$ cat config.mk
export PLATFORM = sky130hd
export DESIGN_NAME = traffic_fsm
export DESIGN_NICKNAME = d
export VERILOG_FILES = /design/src/rtl/traffic_fsm.sv
export SDC_FILE = /design/constraint.sdc
export NUM_CORES = 1
export LEC_CHECK = 0
export ABC_CLOCK_PERIOD_IN_PS = 2500
export BUFFER_PORTS_ARGS = -buffer_cell sky130_fd_sc_hd__buf_4
export CORE_AREA = 5 5 62 119
export CTS_CLUSTER_DIAMETER = 200
export DETAILED_ROUTE_END_ITERATION = 8
export DIE_AREA = 0 0 67 124
export PLACE_DENSITY = 0.6
export SLEW_MARGIN = 15
export SYNTH_ARGS = -nofsm -noshare
export SYNTH_HDL_FRONTEND = slang
export SYNTH_SLANG_ARGS = --single-unit
$ cat constraint.sdc
create_clock -name clk -period 2.5 [get_ports clk]
set_input_delay 0.125 -clock clk [delete_from_list [all_inputs] [get_ports clk]]
set_output_delay 0.125 -clock clk [all_outputs]
set_load 0.02 [all_outputs]
$ cat src/rtl/traffic_fsm.sv
// traffic_fsm: two-road light sequencer producing phase code s with 1 s tick prescaler, dwell timing and sensor sync
module traffic_fsm #(
    parameter int CLK_FREQ      = 100_000_000,
    parameter int PHASE_SEC     = 3,
    parameter int MIN_GREEN_SEC = 5
) (
    input  logic       clk,
    input  logic       rst_n,
    input  logic       sa,
    input  logic       sb,
    output logic [2:0] s,
    output logic       tick
);
    localparam int MAXD = (PHASE_SEC > MIN_GREEN_SEC) ? PHASE_SEC : MIN_GREEN_SEC;
    localparam int DW   = $clog2(MAXD + 1);
    localparam int CW   = (CLK_FREQ > 1) ? $clog2(CLK_FREQ) : 1;

    typedef enum logic [2:0] {S0, S1, S2, S3, S4, S5, S6, S7} state_t;

    state_t        st;
    logic [CW-1:0] cnt, cnt_nx;
    logic [DW-1:0] dwell;
    logic [1:0]    sa_q, sb_q;
    logic          sa_s, sb_s, green_ok, timed_done, adv;

    assign s          = st;
    assign sa_s       = sa_q[1];
    assign sb_s       = sb_q[1];
    assign cnt_nx     = (cnt == CW'(CLK_FREQ - 1)) ? '0 : cnt + 1'b1;
    assign green_ok   = dwell >= DW'(MIN_GREEN_SEC - 1);
    assign timed_done = dwell == DW'(PHASE_SEC - 1);

    // Greens wait for a one-sided request after the minimum hold; every other phase is purely timed
    always_comb begin
        adv = (st == S0) ? (green_ok && sb_s && !sa_s) :
              (st == S4) ? (green_ok && sa_s && !sb_s) : timed_done;
    end

    // Free-running prescaler; tick is registered so it is high exactly while cnt sits at its top value
    always_ff @(posedge clk or negedge rst_n) begin
        if (!rst_n) begin
            cnt  <= '0;
            tick <= 1'b0;
        end else begin
            cnt  <= cnt_nx;
            tick <= (cnt_nx == CW'(CLK_FREQ - 1));
        end
    end

    // Two-flop synchronisers for the asynchronous road sensors
    always_ff @(posedge clk or negedge rst_n) begin
        if (!rst_n) begin
            sa_q <= '0;
            sb_q <= '0;
        end else begin
            sa_q <= {sa_q[0], sa};
            sb_q <= {sb_q[0], sb};
        end
    end

    // Phase sequencer and dwell counter; both move only on tick cycles, dwell saturates
    always_ff @(posedge clk or negedge rst_n) begin
        if (!rst_n) begin
            st    <= S0;
            dwell <= '0;
        end else if (tick) begin
            st    <= adv ? state_t'(st + 3'd1) : st;
            dwell <= adv ? '0 : (&dwell ? dwell : dwell + 1'b1);
        end
    end
endmodule

# Yosys cells after proc, flatten, opt, wreduce, memory -nomap -nowiden
# Index checks and enable logic that the tools add are counted.
# W data, S select, Z words.
# classes
muxes,5
n_reduce_logical,10
add_sub_neg,3
magnitude_cmp,1
eq_ne,5
# ops
operator,count
$eq A27 B27 Y1 const B,2
$add A27 B1 Y27 const B,1
$mux W27,1
$add A3 B1 Y3 const B,2
$mux W3,2
$logic_and A1 B1 Y1,4
$reduce_and A2 Y1,2
$eq A3 B2 Y1 const B,1
$eq A3 B3 Y1 const B,1
$ge A3 B3 Y1 const B,1
$logic_not A3 Y1,1
$reduce_and A3 Y1,1
$logic_not A1 Y1,2
$mux W1,2
$ne A2 B2 Y1 const B,1
# totals
register_bits,38
word_cells,30
input_bits,4
out_inout_bits,4

# Longest topological paths before layout
# Gate-level depths: netlist of the first run.
# logic_depth
ltp_word,7
mapped_depth,7
depth_no_buf,7

# Worst setup path before layout of the first run
# Ideal clock, no wire load.
# synth_timing
path_type,register -> register
from,register cnt[0]
to,register cnt[15]
required_ns,2.375
synth_period_minus_slack_ns,2.019
path_stages_with_launch,7
setup_ns,0.125
slack_ns,0.481
path_buffers,1
arrival_ns,1.894
path_cell_list,dfrtp_1 ha_1 nand4_2 or2_1 nor4_4 buf_4 nor2_1
# synth_between
elab_chain_len,2
elab_cells_between_ends,3
classes_between,add/sub: 1; eq/ne: 1; mux: 1
# synth_rtl
element,line,text
start: declaration,21,"logic [CW-1:0] cnt, cnt_nx;"
start signal: assignment,45,cnt <= cnt_nx;
$add A27 B1 Y27 / $eq A27 B27 Y1 (equally long branches),29,assign cnt_nx = (cnt == CW'(CLK_FREQ - 1)) ? '0 : cnt + 1'b1;
$mux W27 (*),29,
via cnt_nx[15],21,
# Mark *: on every way through the listed nets, which the timed path passes. The rest lies on a longest branch.
# A chain may end at the register's enable or synchronous reset.

# Worst setup path after layout of the first run
# layout_timing
from,register cnt[0]
to,register tick
# layout_between
elab_chain_len,3
elab_cells_between_ends,4
classes_between,add/sub: 1; eq/ne: 2; mux: 1
# layout_rtl
element,line,text
$add A27 B1 Y27 / $eq A27 B27 Y1 (equally long branches),29,
$mux W27 (*),29,
$eq A27 B27 Y1 (*),46,tick <= (cnt_nx == CW'(CLK_FREQ - 1));
end signal: assignment,46,
end: declaration,12,output logic tick
# Every way passes the cells marked *; elsewhere a longest branch is shown, timed or not.

==> results of run 1 <==
==> final cells by class <==
class	count	area, sq um	share of cell area (%)
Clock inverter	3	68.8	2.76
Tap cell	86	108	4.32
Multi-Input combinational cell	146	1080	43.4
Clock buffer	5	125	5.03
Sequential cell	38	951	38.2
Timing Repair Buffer	16	128	5.13
Inverter	8	30.0	1.21
==> worst min path at each step <==
stage / to / cells past startpoint / from
4_1_cts: sa_q[1] / 0 / sa_q[0]
3_3_place_gp: cnt[11] / 1 / rst_n
3_5_place_dp: cnt[11] / 1 / rst_n
6_report: cnt[11] / 2 / rst_n
5_1_grt: sb_q[1] / 0 / sb_q[0]
2_1_floorplan: cnt[0] / 0 / rst_n
==> Yosys cell counts (2+ instances only) <==
library cell / count
nand4b_1: 3
ha_1: 6
nor2b_1: 2
o21ai_0: 4
nand3_2: 2
nor3_2: 2
nor3b_1: 2
a31o_2: 2
xnor2_1: 15
nor4_2: 2
inv_1: 8
nand3_1: 13
nand2b_1: 3
dfrtp_1: 38
nand3b_1: 2
nor2_1: 21
xor2_1: 11
nand2_1: 13
or3_1: 3
nor4_1: 2
buf_2: 2
nor4_4: 3
nand4_1: 11
nor3_1: 4
clkbuf_1: 2
==> power groups by stage <==
stage / Sequential, W / Combinational, W / Clock (W)
floorplan: 0.000631 / 0.00000114 / 0
global placement: 0.000630 / 0.0000175 / 0
detailed placement: 0.000631 / 0.0000178 / 0
CTS: 0.000619 / 0.0000216 / 0.000854
global route: 0.000619 / 0.0000236 / 0.000867
finish: 0.000619 / 0.0000201 / 0.000834
==> layer usage <==
metal / vias to the layer above / GRT usage (%)
met2: 20 / 23.8
met3: 14 / 2.17
met1: 733 / 11.4
li1: 731 / -
met4: 0 / 9.02
met5: - / 0
==> through the flow <==
stage                     utilization [%]  total power, W  setup WS [ns]
after global routing                 39.5         0.00151         0.0441
after floorplan                         -        0.000632          0.481
after global placement               35.9        0.000648          0.277
final                                39.5         0.00147          0.239
after CTS                            39.5         0.00149          0.222
after detailed placement             35.9        0.000648          0.242
==> critical path, stage by stage (launching register included) <==
cell      delay [ns]
dfrtp_1         0.44
ha_1            0.25
nand4_2         0.24
nor4_1          0.40
nand4b_1        0.19
a211oi_1        0.26
nand4b_1        0.14
nor4_2          0.25
==> state kept, by name (all words and copies together) (netlist names) <==
name,flops
cnt,27
s,3
sa_q,2
dwell,3
tick,1
sb_q,2
==> cell families after synthesis <==
| group | count (synthesis) |
|---|---|
| DFF | 38 |
| and+or+nand+nor | 98 |
| AOI/OAI and AO/OA | 14 |
| adders and majority gates | 6 |
| muxes | 2 |
| buffers and inverters | 17 |
| xor gates and xnor gates | 26 |
==> cells in the final DEF, fill, tap and decap left out, types with 2 or more instances in the layout <==
master / instances
nor4_2: 2
nand2b_1: 3
a31o_2: 2
nand3b_1: 2
nor2b_1: 2
nor3_2: 2
nand3_1: 13
dlygate4sd3_1: 3
dfrtp_1: 38
nand2_1: 13
nand4b_1: 3
xnor2_1: 15
nor3b_1: 2
xor2_1: 11
nor4_1: 2
bufinv_16: 2
nor4_4: 3
nor2_1: 21
nor3_1: 4
or3_1: 3
nand3_2: 2
clkbuf_16: 5
nand4_1: 11
ha_1: 6
inv_1: 8
buf_4: 13
o21ai_0: 4
==> reports/qor.yml, run 1 <==
ctsHoldBuffers: 3
status: "finished clean"
start_util_pct: 34.0
power.density_nw_per_um2: 592
wl_met1_um: 1490
drc: 0
synth-xor-area-share_pct: 10.6
boundaryPins: 8
crit_path_max_fanout: 7
fin_crit_ns: 2.26
synth_area_leaders: "dfrtp_1 44%, xnor2_1 6.1%, xor2_1 4.5%"
finalMaxSlewViolations: 0
grt_max_degree: 39
wl_met2_um: 2700
cp-end-kind: "flop"
fin_area_sq_um: 2490
ys_seq_area_share_pct: 44.3
wl_per_cell_um: 14.9
ir_drop_mv: 0.233
worst_clock_skew_ns: 0.00450
slew_headroom_pct: 67.4
path_clk_slew_ns: 0.06
crit_start: "cnt[0]"
fmax_mhz: 442
crit_path_start_kind: "flop"
worstMarginPinSlew_ns: 0.489
netlist_instances: 201
placed_cell_area_sq_um: 2270
post-cts-setup-buffers: 0
synth_compound_area_share_pct: 4.90
track_usage_pct: 12.6
drt-total-wl_um: 4500
regToRegSetupSlack_ns: 0.24
reg2reg_from: "cnt[0]"
grt_pass1_wl_um: 7600
required_ns: 2.69
comb_power_share_pct: 1.4
cts_sinks: 38
cts_tree: "done"
holdWs_ns: 0.338
via_count: 1498
diodes: 0
synth_top_area_share_pct: 44.3
nets: 225
synth.mux.area_fraction_pct: 0.991
grt_pass1_vias: 1550
cts_buffer_depth: 2
p_leak_nw: 1.10
antenna_found_initial: 0
postCtsResizedCells: 0
buffer_ports.inserted: 7
fin_crit_sh_pct: 90.5
r2r-end: "tick"
dieArea_sq_um: 8310
postSynthAreaPerCell_sq_um: 10.7
grt_overflow: 0
rows: 41
met3_length_um: 92
dr.pass1.iters: 4
async_flop_share_pct: 100
dr.max_layer_used: "met4"
die_w_um: 67
synth_flop_cell: "dfrtp_1"
ys_warn_count: 0
area_growth_pct: 16.0
fp.coreArea_sq_um: 6310
cts_root_buf: "clkbuf_16"
syn_area_sq_um: 2150
drt-vias-per-instance: 4.96
hp-class: "input port to asynchronous set/reset pin"
htree_levels: 2
p_clk_share_pct: 56.6
r2r_cells: 7
dp_cells: 291
nFillCells: 624
hold_violations: 0
syn_nets: 211
fin_cells: 302
grt_setup_unrepaired: "false"
cp_data_arrival_time_ns: 2.46
synth_area_leader_cell: "dfrtp_1"
place_congestion: 0.857
dr.first_iter.drc_count: 43
drive_above_1_share_pct: 19.0
ys_ff_latch: 38
synth_top_family_by_area: "simple AND/OR/NAND/NOR gates"
clock_latency_ns: 0.29
p_int_w: 0.00120
cts-buffers-inserted: 5
p_sw_w: 0.000275
cap_violations: 0
fin_setup_tns_ns: 0
crit_type: "flop to flop"
crit_end: "tick"
synth-edff-count: 0
synth.distinct_cells: 50
p_sw_share_pct: 18.7
synthAdderAreaFrac_pct: 3.50
hpwl_um: 3550
antenna_left: 0
p_seq_share_pct: 42.0
die_h_um: 124
setup_violations: 0
yosys.area_share.simple_pct: 30.3
(Power assumes the default switching activity.)
==> run 2: changes to the inputs <==
Settings changed: CORE_AREA 5 5 62 119 to 5 5 70 104, DIE_AREA 0 0 67 124 to 0 0 75 109.
==> run 2 against run 1 <==
Sequential share of layout area up 1.1 points. Clock power fell by 22%. Global-route usage shrank 0.82 points. Setup slack better by 0.050 ns. Maximum frequency rose by 2.3%. Via count is 0.93% lower. Hold slack worse by 0.0086 ns. Clock skew increased by 0.0039 ns. Largest power group unchanged. Register-to-register slack better by 0.05 ns. Power is 13% lower.
==> reports/qor.yml, run 2 (synthesis gave the netlist of run 1 again) <==
required_ns: 2.70  # about the same
area_growth_pct: 12.7
ir_drop_mv: 0.254  # +8.8%
drive_above_1_share_pct: 18.7  # -0.29 points
cts_buffer_depth: 2  # unchanged
grt_max_degree: 39  # unchanged
crit_end: "tick"
crit_path_start_kind: "flop"
p_sw_share_pct: 18.4  # -0.25 points
crit_path_max_fanout: 7  # unchanged
place_congestion: 0.788  # -8.1%
setup_violations: 0  # unchanged
grt_pass1_wl_um: 7270  # -4.4%
drt-total-wl_um: 4170  # -7.2%
largest_reg_flops: 27  # unchanged
diodes: 0  # unchanged
fin_setup_tns_ns: 0  # unchanged
dr.pass1.iters: 4  # unchanged
r2r_cells: 7  # unchanged
path_cells: "ha_1 > nand4_2 > nor4_2 > nand4b_1 > a211oi_1 > nand4b_1 > nor4_2"
cts_tree: "done"
nets: 223  # -0.89%
antenna_left: 0  # unchanged
r2r-end: "tick"
cts_root_buf: "clkbuf_8"
dr.first_iter.drc_count: 68  # +58%
hp-class: "input port to asynchronous set/reset pin"
drc: 0  # unchanged
worst_clock_skew_ns: 0.00845  # +0.00395 ns
fmax_mhz: 452  # +2.3%
cap_violations: 0  # unchanged
clock_latency_ns: 0.29  # about the same
start_util_pct: 33.8  # -0.22 points
buffer_ports.inserted: 7  # unchanged
crit_start: "cnt[0]"
cts_sinks: 38  # unchanged
comb_power_share_pct: 1.6  # +0.2 points
regMostFlops: "cnt"
cp_slowest_cell: "dfrtp_1"
status: "finished clean"
die_h_um: 109  # -12%
p_int_w: 0.00105  # -12%
antenna_found_initial: 0  # unchanged
htree_levels: 2  # unchanged
cp_data_arrival_time_ns: 2.41  # -0.05 ns
hold_violations: 0  # unchanged
layout_commonest_cell: "dfrtp_1"
fin_crit_ns: 2.21  # -0.0503 ns
cts-buffers-inserted: 5  # unchanged
worstMarginPinSlew_ns: 0.579  # +0.0897 ns
path_clk_slew_ns: 0.08  # +0.02 ns
cp-end-kind: "flop"
regToRegSetupSlack_ns: 0.29  # +0.05 ns
wl_per_cell_um: 14.4  # -3.4%
slowest_delay_ns: 0.44  # about the same
reg2reg_from: "cnt[0]"
boundaryPins: 8  # unchanged
grt_setup_unrepaired: "false"
final_cell_mix: "38 x dfrtp_1, 21 x nor2_1, 15 x xnor2_1"
slew_headroom_pct: 61.1  # -6.3 points
p_clk_share_pct: 50.4  # -6.2 points
rows: 36  # -12%
nFillCells: 621  # -0.48%
p_seq_share_pct: 48.1  # +6.1 points
track_usage_pct: 11.8  # -0.82 points
die_w_um: 75  # +12%
via_count: 1484  # -0.93%
grt_pass1_vias: 1559  # +0.58%
grt_overflow: 0  # unchanged
crit_type: "flop to flop"
p_sw_w: 0.000237  # -14%
fin_util_pct: 38.1  # -1.4 points
power.density_nw_per_um2: 532  # -10%
fp.coreArea_sq_um: 6350  # +0.65%
hpwl_um: 3130  # -12%
p_total_w: 0.00129  # -13%
dieArea_sq_um: 8180  # -1.6%
finalMaxSlewViolations: 0  # unchanged
fin_crit_sh_pct: 88.4  # -2.0 points
drt-vias-per-instance: 5.12  # +3.2%
p_leak_nw: 1.07  # -3.0%
[run 2: cell count changes in the layout (fill, tap and decap cells not counted)]
cell       before  now
buf_4          13   11
nor4_2          2    3
nor4_1          2    1
clkbuf_8        0    6
clkinv_4        1    0
clkbuf_16       5    0
[run 2: worst max-delay path, delay by kind of cell (launching register included)]
family,cells,cell delay [ns]
DFF,1,0.44
adders and majority gates,1,0.26
AOI/OAI and AO/OA,1,0.25
and+or+nand+nor,5,1.18
[run 2: worst min path at each step]
stage                       start       to  depth (start not counted)
after floorplan             rst_n   cnt[0]                          0
after global placement      rst_n  cnt[11]                          1
after detailed placement    rst_n   cnt[9]                          1
after CTS                   rst_n   cnt[9]                          2
after global routing      sb_q[0]  sb_q[1]                          0
final                       rst_n   cnt[9]                          2
[run 2: per-stage QoR]
| stage | instances | hold slack (ns) | instance area, sq um | worst slack, ns |
|---|---|---|---|---|
| finish | 290 | 0.329 | 2420 | 0.289 |
| global route | 290 | 0.373 | 2420 | 0.0611 |
| CTS | 290 | 0.353 | 2410 | 0.173 |
| detailed placement | 279 | 0.127 | 2240 | 0.177 |
| global placement | 279 | 0.113 | 2240 | 0.225 |
| floorplan | 201 | -0.171 | 2150 | 0.481 |
[run 2: cell type report]
class | count | area (sq um) | area share, %
tap | 76 | 95.1 | 3.93
clock buffer | 6 | 82.6 | 3.42
inverter | 8 | 30.0 | 1.24
multi-input combinational | 146 | 1090 | 44.9
timing repair buffer | 14 | 113 | 4.66
clock inverter | 2 | 60.1 | 2.48
sequential | 38 | 951 | 39.3
[run 2: power by group through the flow]
| stage | Sequential, W | Combinational (W) | Clock (W) |
|---|---|---|---|
| 4_1_cts | 0.000619 | 0.0000217 | 0.000663 |
| 3_3_place_gp | 0.000631 | 0.0000170 | 0 |
| 3_5_place_dp | 0.000631 | 0.0000178 | 0 |
| 2_1_floorplan | 0.000631 | 0.00000114 | 0 |
| 6_report | 0.000619 | 0.0000202 | 0.000648 |
| 5_1_grt | 0.000619 | 0.0000239 | 0.000684 |
[run 2: what timing repair did]
action,in CTS,in global routing
hold buffers,3,0
setup buffers,0,0
gates resized for setup,0,1
hold endpoints to repair,40,0
setup endpoints to repair,0,7
[run 2: routing by layer]
layer,vias up,GRT usage (%),part of all wire [%]
met5,-,0,0
met1,725,12.2,40
met3,8,2.77,2.7
met4,0,4.58,2.7
met2,20,21.9,55
li1,731,-,-
==> run 3: changes to the inputs <==
Settings changed: ABC_AREA set to 1, CORE_AREA 5 5 70 104 to 5 5 73 108, DIE_AREA 0 0 75 109 to 0 0 78 113.
==> run 3 against run 2 <==
Sequential power barely moved. Register-to-register slack improved by 0.28 ns. Critical path depth rose by 4. Sequential cell count did not move. Via count rose by 33%. Core utilization rose by 0.22 points. Area after synthesis rose by 7.7%. Power fell by 7.4%. Wire length rose by 26%. Maximum frequency rose by 14%. Clock-buffer cell count fell by 1.
==> reports/qor.yml, run 3 <==
start_util_pct: 34.0  # +0.17 points
cp_data_arrival_time_ns: 2.17  # -0.24 ns
die_h_um: 113  # +3.7%
drive_above_1_share_pct: 12.8  # -5.9 points
nets: 344  # +54%
path_cells: "ha_1 > inv_1 > nor2_2 > nand2_4 > nor2_1 > nand2_2 > nand3_1 > nand3_1 > nor2_1 > nand3_1 > nor2_1"
via_count: 1970  # +33%
required_ns: 2.73  # +0.03 ns
die_w_um: 78  # +4.0%
crit_path_start_kind: "flop"
dieArea_sq_um: 8810  # +7.8%
worstMarginPinSlew_ns: 0.508  # -0.0703 ns
synth_top_family_by_area: "simple AND/OR/NAND/NOR gates"
place_congestion: 0.883  # +12%
htree_levels: 2  # unchanged
hpwl_um: 4100  # +31%
synth_area_leaders: "dfrtp_1 41%, nand2_1 13%, inv_1 8.8%"
grt_max_degree: 39  # unchanged
fp.coreArea_sq_um: 6810  # +7.2%
track_usage_pct: 12.9  # +1.1 points
reg2reg_from: "cnt[0]"
cp_top_family: "simple AND/OR/NAND/NOR gates"
regMostFlops: "cnt"
cp_slowest_cell: "dfrtp_1"
grt_pass1_wl_um: 9110  # +25%
cp-end-kind: "flop"
fin_crit_ns: 1.93  # -0.280 ns
async_flop_share_pct: 100  # unchanged
synth_common_cells: "82 x nand2_1, 54 x inv_1, 51 x nor2_1"
post-synth-top-count-cell: "nand2_1"
ys_warn_count: 0  # unchanged
synth_top_area_share_pct: 41.1  # -3.2 points
synth.distinct_cells: 29  # -42%
synth-xor-area-share_pct: 2.27  # -8.3 points
rows: 37  # +2.8%
path_clk_slew_ns: 0.09  # about the same
grt_overflow: 0  # unchanged
fin_util_pct: 38.3  # +0.22 points
antenna_found_initial: 0  # unchanged
ys_ff_latch: 38  # unchanged
ys_seq_area_share_pct: 41.1  # -3.2 points
path_buf_inv: 1  # +1
fmax_mhz: 518  # +14%
grt_setup_unrepaired: "false"
dr.pass1.iters: 4  # unchanged
power.density_nw_per_um2: 457  # -14%
status: "finished clean"
antenna_left: 0  # unchanged
cts_root_buf: "clkbuf_8"
dr.first_iter.drc_count: 148  # +120%
p_leak_nw: 1.33  # +25%
worst_clock_skew_ns: 0.00901  # +0.000563 ns
cts_sinks: 38  # unchanged
drt-total-wl_um: 5250  # +26%
synth.mux.area_fraction_pct: 0.433  # -0.56 points
synth_compound_area_share_pct: 3.79  # -1.1 points
syn_area_sq_um: 2310  # +7.7%
slowest_delay_ns: 0.42  # -0.02 ns
placed_cell_area_sq_um: 2460  # +9.9%
fin_area_sq_um: 2610  # +7.8%
wl_per_cell_um: 12.7  # -12%
drt-vias-per-instance: 4.77  # -6.8%
multiInputGateArea_sq_um: 1150  # +5.9%
ir_drop_mv: 0.183  # -28%
fin_crit_sh_pct: 77.3  # -11 points
crit_type: "flop to flop"
hold_violations: 0  # unchanged
area_growth_pct: 12.7  # about the same
crit_path_max_fanout: 8  # +1
cts-buffers-inserted: 5  # unchanged
regArea_sq_um: 951  # unchanged
finalMaxSlewViolations: 0  # unchanged
grt_pass1_vias: 1970  # +26%
postSynthAreaPerCell_sq_um: 7.29  # -32%
synth_flop_cell: "dfrtp_1"
synth_area_leader_cell: "dfrtp_1"
crit_start: "cnt[0]"
synth-edff-count: 0  # unchanged
slew_headroom_pct: 66.1  # +5.0 points
diodes: 0  # unchanged
final_cell_mix: "82 x nand2_1, 54 x inv_1, 51 x nor2_1"
p_total_w: 0.00119  # -7.4%
yosys.area_share.simple_pct: 40.0  # +9.7 points
hp-class: "input port to asynchronous set/reset pin"
buffer_ports.inserted: 7  # unchanged
fin_setup_tns_ns: 0  # unchanged
clock_latency_ns: 0.30  # about the same
drc: 0  # unchanged
layout_commonest_cell: "nand2_1"
cts_buffer_depth: 2  # unchanged
nFillCells: 725  # +17%
synthAdderAreaFrac_pct: 3.25  # -0.25 points
largest_reg_flops: 27  # unchanged
boundaryPins: 8  # unchanged
cts_tree: "done"
cap_violations: 0  # unchanged
setup_violations: 0  # unchanged
netlist_instances: 317  # +58%
syn_nets: 327  # +55%
run 3: per-layer routing:
metal  vias up  share of wire, %  track usage (%)
li1       1003                 -                -
met1       920                39             13.4
met2        32                55             23.8
met3        15               2.7             2.55
met4         0               3.8             6.65
met5         -                 0                0
run 3: stage by stage:
step                      setup slack [ns]  instances  hold WS (ns)
after floorplan                      0.882        317        -0.171
after global placement               0.643        402         0.128
after detailed placement             0.600        402         0.136
after CTS                            0.566        413         0.354
after global routing                 0.305        413         0.377
final                                0.569        413         0.325
run 3: where the power goes:
part	switching, W	internal (W)	total [W]
combinational	0.0000138	0.00000648	0.0000203
sequential	0.000000928	0.000617	0.000618
clock	0.000256	0.000297	0.000553
run 3: final timing paths:
check	end	slack, ns	cells past startpoint
setup reg to reg	tick	0.57	11
hold reg to reg	sb_q[1]	0.35	0
setup / recovery	tick	0.57	11
hold / removal	s[2]	0.32	2
min in group clk	sb_q[1]	0.35	0
max in group asynchronous	cnt[6]	1.81	2
run 3: layout make-up:
| class | count | area share, % |
|---|---|---|
| well taps | 78 | 3.75 |
| multi-input cells | 223 | 44.1 |
| clock inverters | 3 | 1.73 |
| clock buffers | 5 | 2.64 |
| flip-flops and latches | 38 | 36.5 |
| inverters | 56 | 8.07 |
| repair buffers | 10 | 3.17 |
run 3: cells by family (layout without fill, tap and decap cells):
kind of cell | count (synthesis) | after routing
flip-flops | 38 | 38
AND/OR/NAND/NOR | 196 | 196
XOR/XNOR | 6 | 6
adder cells (fa/ha/maj) | 6 | 6
multiplexers | 1 | 1
AO/OA/AOI/OAI | 14 | 14
buffers and inverters | 56 | 74
run 3: what timing repair did:
action / 4_1_cts / 5_1_grt
hold endpoints to repair: 40 / 0
gates resized for setup: 0 / 0
hold buffers: 3 / 0
setup buffers: 0 / 0
